==> src/rtl/dvp_pkg.sv <==
// dvp_pkg: shared state encoding, default DVP timing and the colour-bar palette
package dvp_pkg;
    typedef enum logic [2:0] {ST_IDLE, ST_VSYNC, ST_VBACK, ST_ACTIVE, ST_VFRONT} dvp_state_t;
    localparam int DEF_H_ACTIVE    = 640;
    localparam int DEF_V_ACTIVE    = 480;
    localparam int DEF_H_BLANK     = 288;
    localparam int DEF_VSYNC_LINES = 3;
    localparam int DEF_V_BACK      = 17;
    localparam int DEF_V_FRONT     = 10;
    localparam int BAR_WIDTH       = 80;
    localparam logic [15:0] BAR_COLOURS [8] = '{
        16'hFFFF, 16'hFFE0, 16'h07FF, 16'h07E0, 16'hF81F, 16'hF800, 16'h001F, 16'h0000
    };
    function automatic logic [15:0] bar_colour(input logic [14:0] x);
        return BAR_COLOURS[(x >= 15'(7 * BAR_WIDTH)) ? 3'd7 : 3'(x / 15'(BAR_WIDTH))];
    endfunction
endpackage

==> src/rtl/dvp_timing_gen.sv <==
// dvp_timing_gen: frame FSM with line/column counters; its position is the cycle
// the top level registers onto the outputs at the next edge
module dvp_timing_gen
    import dvp_pkg::*;
#(
    parameter int H_ACTIVE    = DEF_H_ACTIVE,
    parameter int V_ACTIVE    = DEF_V_ACTIVE,
    parameter int H_BLANK     = DEF_H_BLANK,
    parameter int VSYNC_LINES = DEF_VSYNC_LINES,
    parameter int V_BACK      = DEF_V_BACK,
    parameter int V_FRONT     = DEF_V_FRONT
) (
    input  logic        p_clock,
    input  logic        rst,
    input  logic        enable,
    output dvp_state_t  state,
    output logic [14:0] x,
    output logic [15:0] y,
    output logic        phase
);
    localparam logic [15:0] LAST_COL = 16'(2 * H_ACTIVE + H_BLANK - 1);
    logic [15:0] col;
    logic [15:0] last_line;
    logic        eol;
    logic        eos;
    always_comb begin
        last_line = state == ST_VSYNC  ? 16'(VSYNC_LINES - 1) :
                    state == ST_VBACK  ? 16'(V_BACK - 1) :
                    state == ST_ACTIVE ? 16'(V_ACTIVE - 1) : 16'(V_FRONT - 1);
    end
    assign eol   = col == LAST_COL;
    assign eos   = eol && y == last_line;
    assign x     = col[15:1];
    assign phase = col[0];
    always_ff @(posedge p_clock) begin
        if (rst) begin
            state <= ST_IDLE;
            col   <= '0;
            y     <= '0;
        end else if (state == ST_IDLE) begin
            // the top emits vsync column 0 straight from IDLE, so resume at column 1
            col <= enable ? 16'd1 : 16'd0;
            y   <= '0;
            if (enable) state <= ST_VSYNC;
        end else begin
            col <= eol ? 16'd0 : col + 16'd1;
            if (eol) y <= eos ? 16'd0 : y + 16'd1;
            if (eos) state <= state == ST_VSYNC  ? ST_VBACK :
                              state == ST_VBACK  ? ST_ACTIVE :
                              state == ST_ACTIVE ? ST_VFRONT :
                              enable             ? ST_VSYNC : ST_IDLE;
        end
    end
endmodule

==> src/rtl/dvp_frame_tx.sv <==
// dvp_frame_tx: DVP frame transmitter; RGB565 pixels from a stream or colour bars
// sent high byte first under vsync/href framing
module dvp_frame_tx
    import dvp_pkg::*;
#(
    parameter int H_ACTIVE    = DEF_H_ACTIVE,
    parameter int V_ACTIVE    = DEF_V_ACTIVE,
    parameter int H_BLANK     = DEF_H_BLANK,
    parameter int VSYNC_LINES = DEF_VSYNC_LINES,
    parameter int V_BACK      = DEF_V_BACK,
    parameter int V_FRONT     = DEF_V_FRONT
) (
    input  logic        p_clock,
    input  logic        rst,
    input  logic        enable,
    input  logic        pattern_sel,
    input  logic [15:0] s_pixel_data,
    input  logic        s_pixel_valid,
    output logic        s_pixel_ready,
    output logic        vsync,
    output logic        href,
    output logic [7:0]  p_data,
    output logic        frame_start,
    output logic        underflow
);
    dvp_state_t  state;
    logic [14:0] x;
    logic [15:0] y;
    logic        phase;
    logic        pat_q;
    logic [15:0] pix_q;
    logic [15:0] cur_pix;
    logic        active;
    logic        fs_next;
    dvp_timing_gen #(
        .H_ACTIVE(H_ACTIVE), .V_ACTIVE(V_ACTIVE), .H_BLANK(H_BLANK),
        .VSYNC_LINES(VSYNC_LINES), .V_BACK(V_BACK), .V_FRONT(V_FRONT)
    ) u_timing (
        .p_clock(p_clock), .rst(rst), .enable(enable),
        .state(state), .x(x), .y(y), .phase(phase)
    );
    assign active        = state == ST_ACTIVE && x < 15'(H_ACTIVE);
    assign fs_next       = (state == ST_IDLE && enable) || (state == ST_VSYNC && y == 16'd0 && x == 15'd0 && !phase);
    assign s_pixel_ready = active && !phase && !pat_q;
    // a missing source pixel is sent as black rather than stalling the line
    assign cur_pix       = pat_q ? bar_colour(x) : s_pixel_valid ? s_pixel_data : 16'h0000;
    always_ff @(posedge p_clock) begin
        if (rst) begin
            vsync       <= 1'b0;
            href        <= 1'b0;
            p_data      <= 8'h00;
            frame_start <= 1'b0;
            underflow   <= 1'b0;
            pat_q       <= 1'b0;
            pix_q       <= 16'h0000;
        end else begin
            vsync       <= state == ST_VSYNC || (state == ST_IDLE && enable);
            href        <= active;
            p_data      <= !active ? 8'h00 : phase ? pix_q[7:0] : cur_pix[15:8];
            frame_start <= fs_next;
            underflow   <= (underflow && !fs_next) || (s_pixel_ready && !s_pixel_valid);
            if (active && !phase) pix_q <= cur_pix;
            if (fs_next) pat_q <= pattern_sel;
        end
    end
endmodule

==> config.mk <==
export PLATFORM = sky130hd
export DESIGN_NAME = dvp_frame_tx
export DESIGN_NICKNAME = d
export VERILOG_FILES = /design/src/rtl/dvp_pkg.sv /design/src/rtl/dvp_timing_gen.sv /design/src/rtl/dvp_frame_tx.sv
export SDC_FILE = /design/constraint.sdc
export NUM_CORES = 1
export LEC_CHECK = 0
export BUFFER_PORTS_ARGS = -buffer_cell sky130_fd_sc_hd__buf_4
export CAP_MARGIN = 20
export CORE_MARGIN = 2
export CORE_UTILIZATION = 55
export DETAILED_ROUTE_END_ITERATION = 8
export GPL_TIMING_DRIVEN = 0
export PLACE_DENSITY = 0.75
export SLEW_MARGIN = 20
export SYNTH_ARGS = -nofsm -noshare
export SYNTH_HDL_FRONTEND = slang
export SYNTH_HIERARCHICAL = 1
export SYNTH_SLANG_ARGS = --single-unit
==> constraint.sdc <==
create_clock -name p_clock -period 3.9 [get_ports p_clock]
set_input_delay 0.195 -clock p_clock [delete_from_list [all_inputs] [get_ports p_clock]]
set_output_delay 0.195 -clock p_clock [all_outputs]
set_load 0.05 [all_outputs]
==> summary.txt, run 1 <==
Mapped Area: 3580 sq um
Register Area: 1120 sq um
core area: 6310 sq um
Clock Tree Buf Depth: 2
vias in the first global route: 3,055
leading register cell type out of synthesis: dfxtp_1
Mapped Cells: 432
vias: 3,290
WP buf/inv: 1
H-tree depth: 2
# hold bufs at CTS: 0
CP Depth: 11
RSZ-0062 raised after global routing: no
Reg clk slew, reported paths: 0.11 ns
Die Y: 84.6 um
crit path launch: u_timing/col[13]$_SDFF_PP0_
Synth Area in Simple Gates: 34.3%
PnR worst setup slack: 0.634 ns
num rows: 29
Resize count post-CTS: 0
drt drc: 0
CP max stage delay: 0.51 ns
layout cell share with drive strength beyond 1: 18.4%
hold path cells: 2
Worst Tran Pin Value: 0.824 ns
clock latency at the later pin of the worst-skew pair: 0.31 ns
Rel. slew slack: 44.6%
WP data required: 4.08 ns
clk root buf: clkbuf_8
net count after synthesis: 455
area grow syn2layout: 12.3%
port buffer count: 33
flops & latches, synth: 56
post-synthesis adder-cell area fraction: 0.700%
Final min period: 3.27 ns
placer's final routability congestion estimate: 0.911
Hold Path Class: in2reg
WL final: 7.99 mm
Starting Density: 56.7%
R2R cell count: 11
drt wl/cell: 14.5 um
Cell variety after synth: 76
first-pass detailed-route iteration total: 4
Worst path most repeated cell: a221oi_2
total grt overflow: 0
status: complete, no violations
FF-to-FF setup slack: 0.63 ns
FILL cells: 553
Tcrit/Tclk final: 83.7%
CTS tree: built
CP delay by family, top: simple AND/OR/NAND/NOR gates
Layout Skew: 0.0138 ns
startpoint type of the worst setup path: flop
starting DRC count in detailed routing: 156
XOR/XNOR share of the synthesized area: 7.59%
first-pass GRT wire length: 13.6 mm
Die Area: 7160 sq um
CTS Buf Count: 5
mux share of post-synthesis cell area: 1.12%
commonest non-fill, non-tap cell in the layout: dfxtp_1
pre-CTS WS: 0.635 ns
DP HPWL: 5.97 mm
Final setup viols: 0
Max Slew Vio Count: 0
Ant. Diodes: 0
hold path start: rst
WS Path Type: reg2reg
total power: 1.05 mW
Max Freq: 306 MHz
# Post-CTS Setup Buffers: 0
reg-to-reg endpoint: p_data[4]$_SDFF_PP0_
Critical Path End Type: flop
Hold WS: 0.0702 ns
nets: 495
FFs w/ async S/R, synth: 0%
CP cell instances: buf_4, nand2b_2, and2_1, a221oi_2, nand4_2, and4_1, nor4_2, nor2_1, or3_4, a41oi_4, a221oi_2
final hold vios: 0
post-synthesis sequential area ratio: 31.3%
PD cells: 261 nW/um^2
vias per cell: 5.98
r2r startpoint: u_timing/col[13]$_SDFF_PP0_
most frequent cells in the layout: dfxtp_1 (56), nor2_1 (51), nand2_1 (43)
crit-path max FO: 10
die width: 84.6 um
P_leak: 1.40 nW
Worst Hold End: pix_q[2]$_SDFFE_PP0P_
clock sink count: 56
io pins: 34
Post-DRT Antenna Nets: 0
crit path max-delay cell type: dfxtp_1
synthesized area per cell: 8.28 sq um
post-synthesis compound-gate area fraction: 19.6%
Post-synth EDFFs: 0
initial antenna violation count: 0
main combinational cell family by area after synthesis: simple AND/OR/NAND/NOR gates
largest net degree at the start of global routing: 18
Ys Warns: 6
Critical Path AT: 3.44 ns
Multi-input gate area: 2260 sq um
Setup TNS: 0 ns
peak supply drop: 0.163 mV
GRT Util Overall: 22.5%
MaxCap Viol Count: 0
-- cell families (layout without fill, tap and decap cells) --
logic type      after synthesis  count (layout)
simple gates                215             215
flops                        56              56
xor+xnor                     31              31
compound gates               84              84
mux                           4               4
fa+ha+maj                     2               2
buf+inv                      40              81
-- how the worst max path moves through the flow --
stage                                  endpoint
after detailed placement   p_data[4]$_SDFF_PP0_
after floorplan            underflow$_SDFF_PP0_
final                      p_data[4]$_SDFF_PP0_
after CTS                  p_data[4]$_SDFF_PP0_
after global routing      pix_q[3]$_SDFFE_PP0P_
after global placement     p_data[6]$_SDFF_PP0_
-- through the flow --
stage | std cells | utilization, % | instance area, sq um
after floorplan | 432 | - | 3580
after global placement | 542 | 62.1 | 3920
after detailed placement | 542 | 62.1 | 3920
after CTS | 550 | 63.6 | 4020
after global routing | 550 | 63.6 | 4020
final | 550 | 63.6 | 4020
-- power by group --
| part | internal [mW] | switching (mW) |
|---|---|---|
| combinational | 0.0473 | 0.0744 |
| sequential | 0.579 | 0.0124 |
| clock | 0.146 | 0.190 |
-- worst register-to-register path: cells and delay by family, from the launching register on --
family / cells / cell delay [ns]
buffers and inverters: 1 / 0.23
DFF: 1 / 0.51
and+or+nand+nor: 7 / 1.66
AOI/OAI and AO/OA: 3 / 0.75
-- per-layer routing --
layer,routed length (um),global-route usage (%),vias to the layer above
li1,-,-,1670
met1,3580,29.2,1520
met2,3980,38.4,85
met3,320,3.64,15
met4,111,6.78,0
met5,0,0,-
-- layout make-up --
cell class	count	share of cell area [%]
clock buffers	6	2.06
clock inverters	2	0.343
plain buffers	24	3.27
inverters	16	1.49
repair buffers	33	6.17
multi-input cells	336	56.4
well taps	77	2.40
flip-flops and latches	56	27.9
-- sequential cells by signal, indices dropped and copies added, names as in the netlist --
| name | flops |
|---|---|
| u_timing/y | 16 |
| u_timing/state | 3 |
| vsync | 1 |
| pat_q | 1 |
| pix_q | 8 |
| frame_start | 1 |
| href | 1 |
| p_data | 8 |
| underflow | 1 |
| u_timing/col | 16 |
-- Yosys cell counts (3+ instances only) --
master    number  share of area [%]
nor3_1         8                1.1
and4_1         6                1.5
dfxtp_1       56                 31
clkbuf_1      11                1.2
o21ai_0       10                1.4
buf_6          3               0.94
inv_1         16                1.7
nand2b_2       3               0.73
and3_1         9                1.6
o211ai_1       9                1.9
nand2b_1       4               0.70
a21oi_1       15                2.1
nand3_1       15                2.1
or3_1          5               0.87
a21o_1         3               0.63
buf_4          3               0.63
nor4_1        14                2.4
or2_2          3               0.52
o22ai_1        4               0.70
xor2_1        21                5.1
nor2b_1        5               0.87
nand2_1       43                4.5
a221oi_2       6                2.5
and2_1         4               0.70
a22oi_1        3               0.63
or4_1          4               0.84
nand4_1       14                2.4
nand3b_1       6                1.3
mux2i_1        4                1.1
a221oi_1       3               0.73
nor2_1        51                5.4
xnor2_1       10                2.4
a311oi_1       8                2.0
buf_2          6               0.84
Note: power is estimated with default switching activity, not from simulation.
==> run 2, diff against run 1 <==
- ABC_AREA: default -> 1
- CORE_UTILIZATION: 55 -> 54
- PLACE_DENSITY: 0.75 -> 0.76
- clock period: 3.9 -> 2.7 ns (I/O delays scaled with it)
==> run 2 against run 1 <==
  * The run now ends with negative setup slack left
  * Combinational power is 26% higher
  * Synthesized cell count increased by 30%
  * Utilization increased by 4.4 points
  * Via count rose by 14%
  * Largest power group unchanged
==> summary.txt, run 2 <==
pre-CTS WS: -0.472 ns
MaxCap Viol Count: 0
die width: 86.1 um
Ant. Diodes: 0
vias in the first global route: 3,531
# hold bufs at CTS: 0
failing checks: negative setup slack
cell taking the most area after synthesis: dfxtp_1
FILL cells: 575
FF-to-FF setup slack: -0.49 ns
num rows: 29
Power Internal: 1.08 mW
Max Freq: 313 MHz
Hold Path Class: in2reg
Setup TNS: -7.10 ns
Reg clk slew, reported paths: 0.11 ns
GRT Util Overall: 24.5%
share of the synthesized area in the top cell type: 30.8%
Register Area: 1140 sq um
area grow syn2layout: 20.0%
Final min period: 3.19 ns
RSZ-0062 raised after global routing: yes
clk root buf: clkbuf_8
net count after synthesis: 583
Flop pwr share: 56.5%
Clk network pwr share: 33.1%
crit-path max FO: 6
peak supply drop: 0.261 mV
Cell variety after synth: 43
io pins: 34
Final setup viols: 16
vias per cell: 5.47
Sw Pwr: 0.403 mW
WL final: 8.90 mm
port buffer count: 33
PnR worst setup slack: -0.494 ns
Rel. slew slack: 64.7%
P_leak: 1.89 nW
CP max stage delay: 0.40 ns
total grt overflow: 0
drt wl/cell: 12.9 um
WP buf/inv: 4
Mapped Area: 3640 sq um
CP delay by family, top: simple AND/OR/NAND/NOR gates
first-pass GRT wire length: 15.0 mm
ranking of synthesized cells by area: dfxtp_1 (31%), nand2_1 (13%), nand3_1 (8.1%), a21oi_1 (7.1%), inv_1 (6.2%)
nets: 632
post-synthesis compound-gate area fraction: 14.0%
Die Area: 7420 sq um
Post-synth top cells: nand2_1 (130), inv_1 (60), nand3_1 (59), dfxtp_1 (56), nor2_1 (54)
H-tree depth: 2
first-pass detailed-route iteration total: 4
clock sink count: 56
Multi-input gate area: 2410 sq um
CTS Buf Count: 5
Post-synth EDFFs: 0
main combinational cell family by area after synthesis: simple AND/OR/NAND/NOR gates
synthesized area per cell: 6.50 sq um
status: finished with violations
XOR/XNOR share of the synthesized area: 1.44%
largest net degree at the start of global routing: 20
Die Y: 86.1 um
Starting Density: 56.7%
Critical Path AT: 3.46 ns
starting DRC count in detailed routing: 198
clock latency at the later pin of the worst-skew pair: 0.32 ns
drt drc: 0
Combinational Power Share: 10.4%
Post-DRT Antenna Nets: 0
initial antenna violation count: 0
Worst Tran Pin Value: 0.525 ns
Mapped Cells: 560
Layout Skew: 0.00755 ns
Critical Path End Type: flop
commonest non-fill, non-tap cell in the layout: nand2_1
Tcrit/Tclk final: 118%
startpoint type of the worst setup path: flop
mux share of post-synthesis cell area: 0%
registers with the most flip-flops: u_timing/col: 16 flops, u_timing/y: 16 flops
leading register cell type out of synthesis: dfxtp_1
core area: 6420 sq um
flops & latches, synth: 56
final hold vios: 0
DP HPWL: 6.48 mm
WP data required: 2.96 ns
post-synthesis adder-cell area fraction: 0.687%
top-count cell post-synth: nand2_1
vias: 3,759
PD cells: 339 nW/um^2
Clock Tree Buf Depth: 2
Ys Warns: 6
layout cell share with drive strength beyond 1: 25.7%
placer's final routability congestion estimate: 0.969
crit path max-delay cell type: dfxtp_4
post-synthesis sequential area ratio: 30.8%
most frequent cells in the layout: nand2_1 (109), inv_1 (56), nand3_1 (54)
Max Slew Vio Count: 0
WS Path Type: reg2reg
FFs w/ async S/R, synth: 0%
Net Sw Frac: 27.2%
Synth Area in Simple Gates: 44.6%
CTS tree: built
==> run 2: layout make-up <==
class	instances	share of cell area [%]
plain buffers	7	1.09
clock buffers	5	1.58
clock inverters	3	0.630
inverters	69	5.99
multi-input cells	428	55.3
flip-flops and latches	56	26.0
well taps	77	2.21
repair buffers	42	7.22
==> run 2: cell families after synthesis <==
kind of cell	after synthesis
AOI/OAI and AO/OA	92
and+or+nand+nor	328
DFF	56
xor gates and xnor gates	6
buffers and inverters	76
adders and majority gates	2
==> run 2: stage by stage <==
stage	utilization [%]	std cells	area [sq um]	power, mW	hold WS (ns)
global placement	62.3	670	4000	1.01	0.365
floorplan	-	560	3650	0.956	0.204
global route	68.0	687	4370	1.53	0.0425
CTS	65.2	682	4190	1.49	0.0422
detailed placement	62.3	670	4000	1.01	0.372
finish	68.0	687	4370	1.48	0.0429
==> run 2: final timing paths <==
check	start	endpoint	cells past startpoint
hold / removal	pattern_sel	pat_q$_SDFFE_PP0P_	3
setup / recovery	u_timing/col[15]$_SDFF_PP0_	pix_q[2]$_SDFFE_PP0P_	34
hold reg to reg	underflow$_SDFF_PP0_	underflow$_SDFF_PP0_	2
setup reg to reg	u_timing/col[15]$_SDFF_PP0_	pix_q[2]$_SDFFE_PP0P_	34
==> run 2: power by group through the flow <==
stage / logic [mW] / registers [mW] / clock network [mW]
finish: 0.154 / 0.837 / 0.491
global route: 0.170 / 0.838 / 0.523
CTS: 0.153 / 0.837 / 0.500
detailed placement: 0.152 / 0.859 / 0
global placement: 0.148 / 0.859 / 0
floorplan: 0.0897 / 0.867 / 0
==> run 2: routing by layer <==
layer	global-route usage [%]	share of wire, %	routed length [um]
met4	10.1	2.9	256
met1	29.1	43	3840
met5	0	0	0
met3	3.56	3.2	289
met2	43.9	51	4520
==> run 2: worst reg2reg max path, delay by kind of cell (launching register included) <==
kind | cells | cell delay (ns)
AO/OA/AOI/OAI | 2 | 0.34
buffers and inverters | 4 | 0.20
flip-flops | 1 | 0.40
AND/OR/NAND/NOR | 28 | 2.18
==> run 2: repair_timing <==
item	4_1_cts	5_1_grt
endpoints found under the setup margin	17	17
pin swaps	5	23
resized for setup	18	38
setup buffers	4	5
==> run 3, diff against run 2 <==
- RECOVER_POWER: default -> 50
==> run 3 against run 2 <==
  * Die area is the same
  * Clock power shrank 0.8%
  * Highest routed layer unchanged
  * Largest cell class unchanged
  * Design area shrank 1.9%
  * Largest power group unchanged
  * The run still ends with negative setup slack left
  * Routed wire length grew 0.13%
==> summary.txt, run 3 (synthesized netlist as in run 2, its figures left out) <==
initial antenna violation count: 0
Finished Layout Cells: 687
Hold WS: 0.0456 ns
MaxCap Viol Count: 0
starting DRC count in detailed routing: 185
PnR worst setup slack: -0.493 ns
drt drc: 0
Post-DRT Antenna Nets: 0
Die Area: 7420 sq um
layout cell share with drive strength beyond 1: 22.8%
Worst Tran Pin Value: 0.615 ns
CTS tree: built
Final min period: 3.19 ns
Max Slew Vio Count: 0
clock latency at the later pin of the worst-skew pair: 0.31 ns
num rows: 29
status: finished with violations
commonest non-fill, non-tap cell in the layout: nand2_1
die width: 86.1 um
vias in the first global route: 3,531
placer's final routability congestion estimate: 0.969
Clock Tree Buf Depth: 2
peak supply drop: 0.258 mV
Max Freq: 313 MHz
Final setup viols: 16
Tcrit/Tclk final: 118%
core area: 6420 sq um
# hold bufs at CTS: 0
crit path max-delay cell type: dfxtp_4
total grt overflow: 0
area grow syn2layout: 17.7%
Rel. slew slack: 59.2%
clock sink count: 56
first-pass GRT wire length: 15.0 mm
CTS Buf Count: 5
crit-path max FO: 6
vias: 3,772
nets: 632
largest net degree at the start of global routing: 20
Critical Path End Type: flop
Starting Density: 56.7%
clk root buf: clkbuf_8
Util after Layout: 66.7%
Hold Path Class: in2reg
port buffer count: 33
DP HPWL: 6.48 mm
WP data required: 2.96 ns
io pins: 34
registers with the most flip-flops: u_timing/col: 16 flops, u_timing/y: 16 flops
CP max stage delay: 0.40 ns
final hold vios: 0
Reg clk slew, reported paths: 0.11 ns
P_leak: 1.84 nW
failing checks: negative setup slack
H-tree depth: 2
first-pass detailed-route iteration total: 5
RSZ-0062 raised after global routing: yes
PD cells: 344 nW/um^2
WL final: 8.91 mm
startpoint type of the worst setup path: flop
Layout Skew: 0.00789 ns
most frequent cells in the layout: nand2_1 (110), inv_1 (57), nor2_1 (55), nand3_1 (55), dfxtp_1 (52)
Ant. Diodes: 0
drt wl/cell: 13.0 um
GRT Util Overall: 24.5%
Die Y: 86.1 um
Critical Path AT: 3.45 ns
placed cell count: 670
vias per cell: 5.49
WS Path Type: reg2reg
-- run 3: changes by cell type in the layout (fill, tap and decap cells not counted), moves of 2 or more --
cell,previous run,this run
nor2_4,6,4
buf_4,43,31
clkbuf_1,2,15
nor2_1,53,55
-- run 3: metal layers --
metal	global-route usage, %	part of all wire (%)	vias to the layer above
li1	-	-	1959
met1	29.1	43	1717
met2	43.9	50	71
met3	3.56	3.4	25
met4	10.1	3.2	0
met5	0	0	-
-- run 3: path summary, 6_finish.rpt --
check | start | end | slack (ns) | cells after the start
worst max-delay path | u_timing/col[15]$_SDFF_PP0_ | pix_q[2]$_SDFFE_PP0P_ | -0.49 | 34
worst min-delay path | pattern_sel | pat_q$_SDFFE_PP0P_ | 0.05 | 3
worst max register to register | u_timing/col[15]$_SDFF_PP0_ | pix_q[2]$_SDFFE_PP0P_ | -0.49 | 34
worst min register to register | underflow$_SDFF_PP0_ | underflow$_SDFF_PP0_ | 0.48 | 2
-- run 3: what timing repair did --
action / 4_1_cts / 5_1_grt
resized for setup: 18 / 38
pin swaps: 5 / 23
setup buffers: 4 / 5
endpoints found under the setup margin: 17 / 17
-- run 3: worst max-delay path, delay by kind of cell, from the launching register on --
kind                   cells  cell delay [ns]
flip-flops                 1             0.40
buffers and inverters      4             0.20
AND/OR/NAND/NOR           28             2.18
AO/OA/AOI/OAI              2             0.34
-- run 3: through the flow --
stage / cell area, sq um / setup WS [ns] / setup TNS, ns / power, mW
2_1_floorplan: 3650 / -0.102 / -0.620 / 0.956
3_3_place_gp: 4000 / -0.341 / -3.59 / 1.01
3_5_place_dp: 4000 / -0.472 / -5.56 / 1.01
4_1_cts: 4190 / -0.405 / -5.05 / 1.49
5_1_grt: 4290 / -0.785 / -11.40 / 1.53
6_report: 4290 / -0.493 / -7.09 / 1.47
-- run 3: final cells by class --
class | count | area, sq um
Sequential cell | 56 | 1140
Buffer | 7 | 40.0
Inverter | 69 | 262
Clock inverter | 3 | 27.5
Tap cell | 77 | 96.3
Fill cell | 583 | 2140
Multi-Input combinational cell | 428 | 2380
Timing Repair Buffer | 42 | 270
Clock buffer | 5 | 68.8
-- run 3: where the power goes --
group | switching (mW) | total (mW) | internal, mW | leakage (nW)
combinational | 0.0955 | 0.150 | 0.0541 | 1.34
sequential | 0.00724 | 0.837 | 0.830 | 0.455
clock | 0.296 | 0.487 | 0.191 | 0.0463
total | 0.398 | 1.47 | 1.08 | 1.84
